===== config.mk =====
export PLATFORM = sky130hd
export DESIGN_NAME = prio_encoder_rr
export DESIGN_NICKNAME = d
export VERILOG_FILES = /design/src/rtl/prio_encoder_rr.sv
export SDC_FILE = /design/constraint.sdc
export NUM_CORES = 1
export LEC_CHECK = 0
export BUFFER_PORTS_ARGS = -buffer_cell sky130_fd_sc_hd__buf_2
export CAP_MARGIN = 5
export CORE_MARGIN = 2
export CORE_UTILIZATION = 44
export CTS_CLUSTER_DIAMETER = 100
export DETAILED_ROUTE_END_ITERATION = 6
export GPL_ROUTABILITY_DRIVEN = 0
export PLACE_DENSITY = 0.73
export SLEW_MARGIN = 25
export SYNTH_ARGS = -nofsm -noshare
export SYNTH_HDL_FRONTEND = slang
export SYNTH_SLANG_ARGS = --single-unit

===== constraint.sdc =====
create_clock -name clk -period 2.2 [get_ports clk]
set_input_delay 0.11 -clock clk [delete_from_list [all_inputs] [get_ports clk]]
set_output_delay 0.11 -clock clk [all_outputs]
set_load 0.05 [all_outputs]

===== src/rtl/prio_encoder_rr.sv =====
// Registered priority encoder with fixed / round-robin search and a valid/ready handshake.
// Optional zero-request counter (miss_cnt) is enabled by defining PRIO_ENC_STATS_EN.
module prio_encoder_rr #(
    parameter  int WIDTH = 8,
    localparam int POS_W = $clog2(WIDTH)
) (
    input  logic             clk,
    input  logic             resetn,
    input  logic [WIDTH-1:0] din,
    input  logic             in_valid,
    output logic             in_ready,
    input  logic             mode,
    output logic [POS_W-1:0] pos,
    output logic             found,
    output logic             out_valid,
    input  logic             out_ready
`ifdef PRIO_ENC_STATS_EN
    ,
    output logic [15:0]      miss_cnt
`endif
);

    logic [POS_W-1:0] r_ptr;
    logic [POS_W-1:0] r_pos;
    logic             r_found;
    logic             r_valid;

    logic             w_accept;
    logic [WIDTH-1:0] w_hi_req;
    logic [POS_W-1:0] w_pos_new;
    logic             w_found_new;
    logic [POS_W-1:0] w_ptr_next;

    function automatic logic [POS_W-1:0] lowest_idx(input logic [WIDTH-1:0] v);
        lowest_idx = '0;
        for (int i = WIDTH - 1; i >= 0; i--) begin
            if (v[i]) lowest_idx = POS_W'(i);
        end
    endfunction

    assign in_ready = !r_valid || out_ready;
    assign w_accept = in_valid && in_ready;

    // Round-robin: requests at or above the pointer win first; if none, the
    // lowest request overall wins, which is the wrap back through index 0.
    always_comb begin
        // NOTE: default assignment first so no path through this block infers a latch.
        w_hi_req = '0;
        for (int i = 0; i < WIDTH; i++) begin
            w_hi_req[i] = din[i] && mode && (i >= int'(r_ptr));
        end
    end

    assign w_found_new = |din;
    assign w_pos_new   = (|w_hi_req) ? lowest_idx(w_hi_req) : lowest_idx(din);
    assign w_ptr_next  = (w_pos_new == POS_W'(WIDTH - 1)) ? '0 : w_pos_new + POS_W'(1);

    always_ff @(posedge clk) begin
        // NOTE: reset is synchronous, so it is tested inside the clocked block
        // and every state register, outputs included, is cleared by it.
        if (!resetn) begin
            r_ptr   <= '0;
            r_pos   <= '0;
            r_found <= 1'b0;
            r_valid <= 1'b0;
        end else begin
            // NOTE: non-blocking assignments keep every register sampling pre-edge values.
            if (w_accept) begin
                r_pos   <= w_pos_new;
                r_found <= w_found_new;
                r_valid <= 1'b1;
                if (mode && w_found_new) r_ptr <= w_ptr_next;
            end else if (out_ready) begin
                r_valid <= 1'b0;
            end
        end
    end

    assign pos       = r_pos;
    assign found     = r_found;
    assign out_valid = r_valid;

`ifdef PRIO_ENC_STATS_EN
    logic [15:0] r_miss_cnt;

    always_ff @(posedge clk) begin
        if (!resetn) begin
            r_miss_cnt <= '0;
        end else if (w_accept && !w_found_new && (r_miss_cnt != 16'hFFFF)) begin
            r_miss_cnt <= r_miss_cnt + 16'd1;
        end
    end

    assign miss_cnt = r_miss_cnt;
`endif

endmodule


==> results by group, run 1 <==
Outcome
  • Status: complete, no violations

STA
  • Tmin final: 2.15 ns
  • Final period utilization: 97.8%
  • Fin Setup TNS: 0 ns
  • Fin Clk Skew: 0.000404 ns
  • Hold Fails Final Rpt: 0
  • Slew HR: 64.3%
  • Finish-stage setup viols: 0
  • F_max: 465 MHz
  • Least-Margin Pin Slew: 0.531 ns
  • Final Slew Violations: 0

Final layout
  • Layout cells sized above 1: 30.7%
  • Area Growth Syn to Fin: 21.9%
  • Final core utilization: 58.1%
  • # diodes: 0
  • # nets final: 118

Placed design
  • PortBufs: 18
  • HPWL Detailed: 1.14 mm

Route
  • Final WL: 1.50 mm
  • DRT antenna net count: 0
  • DRT Pass-1 Iters: 4
  • Drt via density: 5.74
  • DRC viols: 0
  • Via count: 666
  • Detailed Route Iter0 Violations: 33
  • Drt wl/cell: 12.9 um

Die
  • Die Y: 41.8 um
  • I/O Pins: 19
  • Core area: 0.00132 mm^2
  • Die span in x: 41.8 um
  • Die Area: 0.00175 mm^2
  • Row count: 13
  • Starting Density: 47.7%

CTS
  • CTS Sinks: 8
  • Total CTS buffers: 3
  • CTS tree: done
  • Clk Tree Root Cell: clkbuf_4
  • CTS Buffer Depth: 2
  • Skew-Pair Late Insertion Delay: 0.25 ns
  • Post CTS Setup Buffer Count: 0
  • H-tree levels: 1
  • Clk slew on worst S/H paths: 0.05 ns
  • Hold bufs inserted after CTS: 0

Hold path
  • Hold Crit Class: in2reg

Setup path
  • Critical path class: reg2reg
  • CP arrival: 2.34 ns
  • Startpoint types: flip-flop
  • Maximum fanout along the worst path: 5
  • CP Data Required Time: 2.39 ns
  • CP Capture Type: flip-flop

Global routing
  • Initial antenna violation count: 0
  • First-pass GRT wire length: 2.38 mm
  • Largest net degree at the start of global routing: 10
  • Total GRT Usage: 17.6%
  • Overflow after GRT: 0
  • Vias in the first global route: 586

Power and ir drop
  • LEAKAGE: 0.000350 uW
  • Pwr Density: 551 mW/mm^2
  • Peak VDD IR: 0.380 mV

Synth
  • Synth Net Count: 97
  • Seq/Total Area, Yosys: 25.5%
  • Post-Syn Area: 628 um^2
  • Synth Register Bits: 8
  • Syn_area_per_cell: 7.66 um^2
  • Mapped Cells: 82
  • Netlist cell types: 33
  • Count of warnings emitted by yosys: 0

Flow run
  • Number of max-cap violations: 0
## critical path, cell delays in order, from the launching register on
cell and delay (ns):
dfxtp_1 0.34, and2_4 0.19, a311oi_2 0.30, a2111oi_2 0.09
o32ai_2 0.16, nand2_1 0.10, ha_1 0.19, ha_1 0.20
or3b_1 0.38, a21oi_1 0.14
## final timing paths
check | startpoint | end | slack, ns | cells after the start
hold / removal | in_valid | out_valid$_SDFFE_PN0P_ | 0.11 | 3
hold reg to reg | found$_SDFFE_PN0P_ | found$_SDFFE_PN0P_ | 0.50 | 2
setup / recovery | r_ptr[1]$_SDFFE_PN0P_ | r_ptr[1]$_SDFFE_PN0P_ | 0.05 | 9
setup reg to reg | r_ptr[1]$_SDFFE_PN0P_ | r_ptr[1]$_SDFFE_PN0P_ | 0.05 | 9
## layer usage
metal / track usage [%] / vias up / part of all wire, %
met5: 0 / - / 0
met4: 3.87 / 0 / 0.40
met3: 6.52 / 2 / 4.6
met2: 29.1 / 20 / 53
met1: 21.7 / 303 / 42
li1: - / 341 / -
## cells in the final DEF (no fill, tap or decap), drive strengths merged
cell type	synthesis	layout
o32ai	1	1
o21ai	6	6
inv	8	8
and3	1	1
nand3	1	1
ha	2	2
nand2	5	5
nor4	2	2
a2111oi	1	1
or3b	1	1
clkbuf	0	3
nor2b	2	2
nand2b	5	5
nor2	6	6
mux2i	2	2
a311oi	3	3
a211o	2	2
a31o	3	3
buf	3	19
o211ai	1	1
o22ai	1	1
nor3	2	2
or2	1	1
and2	2	2
nand4	1	1
a21oi	7	7
a21boi	2	2
a31oi	3	3
dfxtp	8	8
## synth_stat cells
| master | instances | share of area (%) |
|---|---|---|
| a31o_1 | 2 | 2.8 |
| nand4_1 | 1 | 1.0 |
| o32ai_1 | 1 | 1.4 |
| buf_6 | 1 | 1.8 |
| a311oi_1 | 3 | 4.2 |
| nand2b_1 | 4 | 4.0 |
| nand2b_2 | 1 | 1.4 |
| nand2_1 | 5 | 3.0 |
| and3_1 | 1 | 1.0 |
| inv_1 | 8 | 4.8 |
| nor3_1 | 2 | 1.6 |
| nand3_2 | 1 | 1.6 |
| dfxtp_1 | 8 | 25 |
| a2111oi_2 | 1 | 2.4 |
| o211ai_1 | 1 | 1.2 |
| o22ai_1 | 1 | 1.0 |
| ha_1 | 2 | 4.0 |
| nor4_1 | 2 | 2.0 |
| a31oi_1 | 3 | 3.0 |
| a21boi_0 | 2 | 2.4 |
| buf_2 | 1 | 0.80 |
| a31o_2 | 1 | 1.4 |
| buf_4 | 1 | 1.2 |
| nor2_1 | 6 | 3.6 |
| o21ai_0 | 6 | 4.8 |
| a21oi_1 | 7 | 5.6 |
| or2_1 | 1 | 1.0 |
| mux2i_1 | 2 | 3.2 |
| or3b_1 | 1 | 1.4 |
| nor2b_1 | 2 | 2.0 |
| and2_1 | 1 | 1.0 |
| and2_4 | 1 | 1.4 |
| a211o_1 | 2 | 2.8 |
## state kept, by name (all words and copies together) (netlist names)
name / cells
pos: 3
out_valid: 1
found: 1
r_ptr: 3
## area by class of cell
class	instances	area, um^2
Timing Repair Buffer	19	97.6
Sequential cell	8	161
Inverter	8	30.0
Multi-Input combinational cell	63	435
Tap cell	15	18.8
Clock buffer	3	22.5
Fill cell	119	552
## kinds of logic after synthesis
| logic type | share of synthesized area, % |
|---|---|
| muxes | 3.19 |
| adders and majority gates | 3.98 |
| buffers and inverters | 8.57 |
| AOI/OAI and AO/OA | 32.9 |
| and+or+nand+nor | 25.9 |
| DFF | 25.5 |
## report_power, final
part | leakage [uW] | switching, uW | internal, uW | total, uW
registers | 0.0000664 | 9.56 | 157 | 166
clock network | 0.0000138 | 50.6 | 62.5 | 113
logic | 0.000269 | 89.5 | 53.6 | 143
## per-stage QoR
| stage | power (uW) | std cells | worst slack, ns | area, um^2 | hold slack, ns |
|---|---|---|---|---|---|
| finish | 422 | 116 | 0.0488 | 766 | 0.108 |
| global route | 453 | 116 | -0.0299 | 766 | 0.101 |
| CTS | 423 | 116 | 0.0443 | 751 | 0.100 |
| detailed placement | 305 | 113 | -0.0240 | 721 | 0.371 |
| global placement | 304 | 113 | 0.0551 | 721 | 0.356 |
| floorplan | 268 | 82 | 0.0837 | 628 | 0.239 |
## repair_timing
action,in CTS,in global routing
endpoints found under the setup margin,1,1
endpoints found under the hold margin,0,0
resized for setup,1,5
pin swaps,0,1
Power figures use the tool's default switching activity.
==> inputs of run 2 (changes only) <==
Settings changed: GPL_TIMING_DRIVEN set to 0, SLEW_MARGIN 25 to not set.
==> run 2 against run 1 <==
Hold slack got worse by 0.020 ns. Sequential share of layout area decreased by 0.83 points. Critical path type unchanged. Final area increased by 4.1%. Die area unchanged. Register-to-register slack improved by 0.02 ns. Routed wire length increased by 8.7%. Sequential power about the same. Global-route usage increased by 1.9 points. Largest power group unchanged. Power increased by 3.2%. First-iteration DRC count decreased by 45%. Maximum frequency increased by 0.82%. Flip-flop and latch count unchanged.
==> results by group, run 2 (same netlist as run 1, synthesis figures left out) <==
Global routing
  • Overflow after GRT: 0 (unchanged)
  • Vias in the first global route: 599 (+2.2%)
  • Total GRT Usage: 19.5% (+1.9 points)
  • First-pass GRT wire length: 2.57 mm (+7.8%)
  • Initial antenna violation count: 0 (unchanged)
  • Largest net degree at the start of global routing: 10 (unchanged)

Route
  • DRT antenna net count: 0 (unchanged)
  • Via count: 681 (+2.3%)
  • DRC viols: 0 (unchanged)
  • Drt wl/cell: 13.6 um (+5.1%)
  • Drt via density: 5.68 (-1.2%)
  • Detailed Route Iter0 Violations: 18 (-45%)
  • Final WL: 1.63 mm (+8.7%)
  • DRT Pass-1 Iters: 4 (unchanged)

Die
  • Starting Density: 47.7% (unchanged)
  • Die Area: 0.00175 mm^2 (unchanged)
  • Die span in x: 41.8 um (unchanged)
  • Die Y: 41.8 um (unchanged)
  • Core area: 0.00132 mm^2 (unchanged)
  • Row count: 13 (unchanged)
  • I/O Pins: 19 (unchanged)

Placed design
  • HPWL Detailed: 1.12 mm (-1.1%)
  • Placed cells: 115 (+1.8%)
  • PortBufs: 18 (unchanged)

STA
  • Finish-stage setup viols: 0 (unchanged)
  • Final Slew Violations: 0 (unchanged)
  • F_max: 469 MHz (+0.82%)
  • Hold Fails Final Rpt: 0 (unchanged)
  • Least-Margin Pin Slew: 0.507 ns (-0.0244 ns)
  • Final period utilization: 97.0% (-0.80 points)
  • Slew HR: 65.9% (+1.6 points)
  • Fin Clk Skew: 0.00117 ns (+0.000766 ns)
  • Tmin final: 2.13 ns (-0.0175 ns)

Power and ir drop
  • Pwr Density: 547 mW/mm^2 (-0.82%)
  • LEAKAGE: 0.000364 uW (+4.1%)
  • Sequential fraction of design power: 38.0% (-1.3 points)
  • Logic pwr share: 35.8% (+1.9 points)
  • Peak VDD IR: 0.370 mV (-2.6%)
  • Tot Pwr: 436 uW (+3.2%)
  • Internal: 281 uW (+3.1%)
  • Switching power: 155 uW (+3.5%)
  • Switching Fraction: 35.5% (+0.097 points)
  • Clock power frac: 26.2% (-0.6 points)

CTS
  • Hold bufs inserted after CTS: 0 (unchanged)
  • CTS Buffer Depth: 2 (unchanged)
  • Clk slew on worst S/H paths: 0.05 ns (about the same)
  • Clk Tree Root Cell: clkbuf_4
  • CTS Sinks: 8 (unchanged)
  • Skew-Pair Late Insertion Delay: 0.26 ns (about the same)
  • H-tree levels: 1 (unchanged)
  • Total CTS buffers: 3 (unchanged)
  • CTS tree: done

Final layout
  • # nets final: 122 (+3.4%)
  • # diodes: 0 (unchanged)
  • Fill count: 133 (+12%)
  • Most frequent cells in the layout: buf_2, inv_1, dfxtp_1
  • Layout cells sized above 1: 36.2% (+5.5 points)
  • Finished Layout Cells: 120 (+3.4%)
  • Commonest non-fill, non-tap cell in the layout: buf_2
  • Area Growth Syn to Fin: 26.9%

Setup path
  • Reg-to-reg endpoint: r_ptr[1]$_SDFFE_PN0P_
  • Startpoint types: flip-flop
  • CP arrival: 2.33 ns (about the same)
  • Worst R2R Setup Slack: 0.07 ns (+0.02 ns)
  • Critical path class: reg2reg
  • CP Data Required Time: 2.40 ns (about the same)
  • CP Capture Type: flip-flop
  • R2R cell count: 9 (unchanged)
  • Worst r2r src: r_ptr[2]$_SDFFE_PN0P_
  • Maximum fanout along the worst path: 9 (+4)

Hold path
  • Hold Crit Class: in2reg
  • Hold endpoint: out_valid$_SDFFE_PN0P_
  • HP Start: in_valid
  • Min-Delay Path Depth: 3 (unchanged)

Outcome
  • Status: complete, no violations

Flow run
  • Number of max-cap violations: 0 (unchanged)
[run 2: cell count changes in the layout (fill, tap and decap cells not counted), sizes merged]
cell	before	now
buf	19	23
[run 2: cell type report]
class	instances	area (um^2)	area share, %
Inverter	8	30.0	3.77
Buffer	2	12.5	1.57
Clock buffer	3	22.5	2.83
Sequential cell	8	161	20.3
Multi-Input combinational cell	63	439	55.1
Tap cell	15	18.8	2.35
Timing Repair Buffer	21	113	14.1
[run 2: through the flow]
step	setup slack, ns	hold slack, ns	area, um^2	utilization [%]	TNS (ns)
detailed placement	-0.120	0.360	737	55.9	-0.120
global route	-0.0525	0.0851	797	60.5	-0.0532
finish	0.0663	0.0878	797	60.5	0
CTS	0.00614	0.0811	773	58.7	0
floorplan	0.0837	0.239	628	-	0
global placement	-0.155	0.357	737	55.9	-0.155
[run 2: per-layer routing]
layer  part of all wire [%]  up-vias  GRT usage, %
met3                    6.0        8          8.26
li1                       -      349             -
met4                    2.7        0          5.81
met1                     41      301          21.5
met2                     50       23          33.8
met5                      0        -             0
[run 2: worst max path at each step]
stage | from | end | slack [ns] | depth (start not counted)
after floorplan | r_ptr[1]$_SDFFE_PN0P_ | r_ptr[1]$_SDFFE_PN0P_ | 0.08 | 10
after global placement | r_ptr[1]$_SDFFE_PN0P_ | r_ptr[1]$_SDFFE_PN0P_ | -0.16 | 10
after detailed placement | r_ptr[1]$_SDFFE_PN0P_ | r_ptr[1]$_SDFFE_PN0P_ | -0.12 | 10
final | r_ptr[2]$_SDFFE_PN0P_ | r_ptr[1]$_SDFFE_PN0P_ | 0.07 | 9
after global routing | r_ptr[2]$_SDFFE_PN0P_ | r_ptr[1]$_SDFFE_PN0P_ | -0.05 | 9
after CTS | r_ptr[1]$_SDFFE_PN0P_ | r_ptr[1]$_SDFFE_PN0P_ | 0.006 | 10
[run 2: worst max-delay path, stage by stage, from the launching register on]
cell,delay [ns]
dfxtp_1,0.29
buf_2,0.16
nand2b_1,0.21
a211o_1,0.30
nand4_1,0.18
nand2_1,0.09
ha_2,0.19
ha_2,0.17
or3b_4,0.37
a21oi_2,0.11
[run 2: power by group through the flow]
stage | Combinational (uW) | Clock, uW | Sequential (uW)
2_1_floorplan | 78.9 | 0 | 189
3_3_place_gp | 141 | 0 | 165
3_5_place_dp | 143 | 0 | 165
4_1_cts | 147 | 117 | 162
5_1_grt | 171 | 123 | 167
6_report | 156 | 114 | 166
[run 2: repair_timing]
| action | in CTS | in global routing |
|---|---|---|
| setup buffers | 0 | 3 |
| gates cloned | 0 | 0 |
| endpoints found under the setup margin | 1 | 3 |
| pin swaps | 0 | 9 |
| gates resized for setup | 2 | 5 |
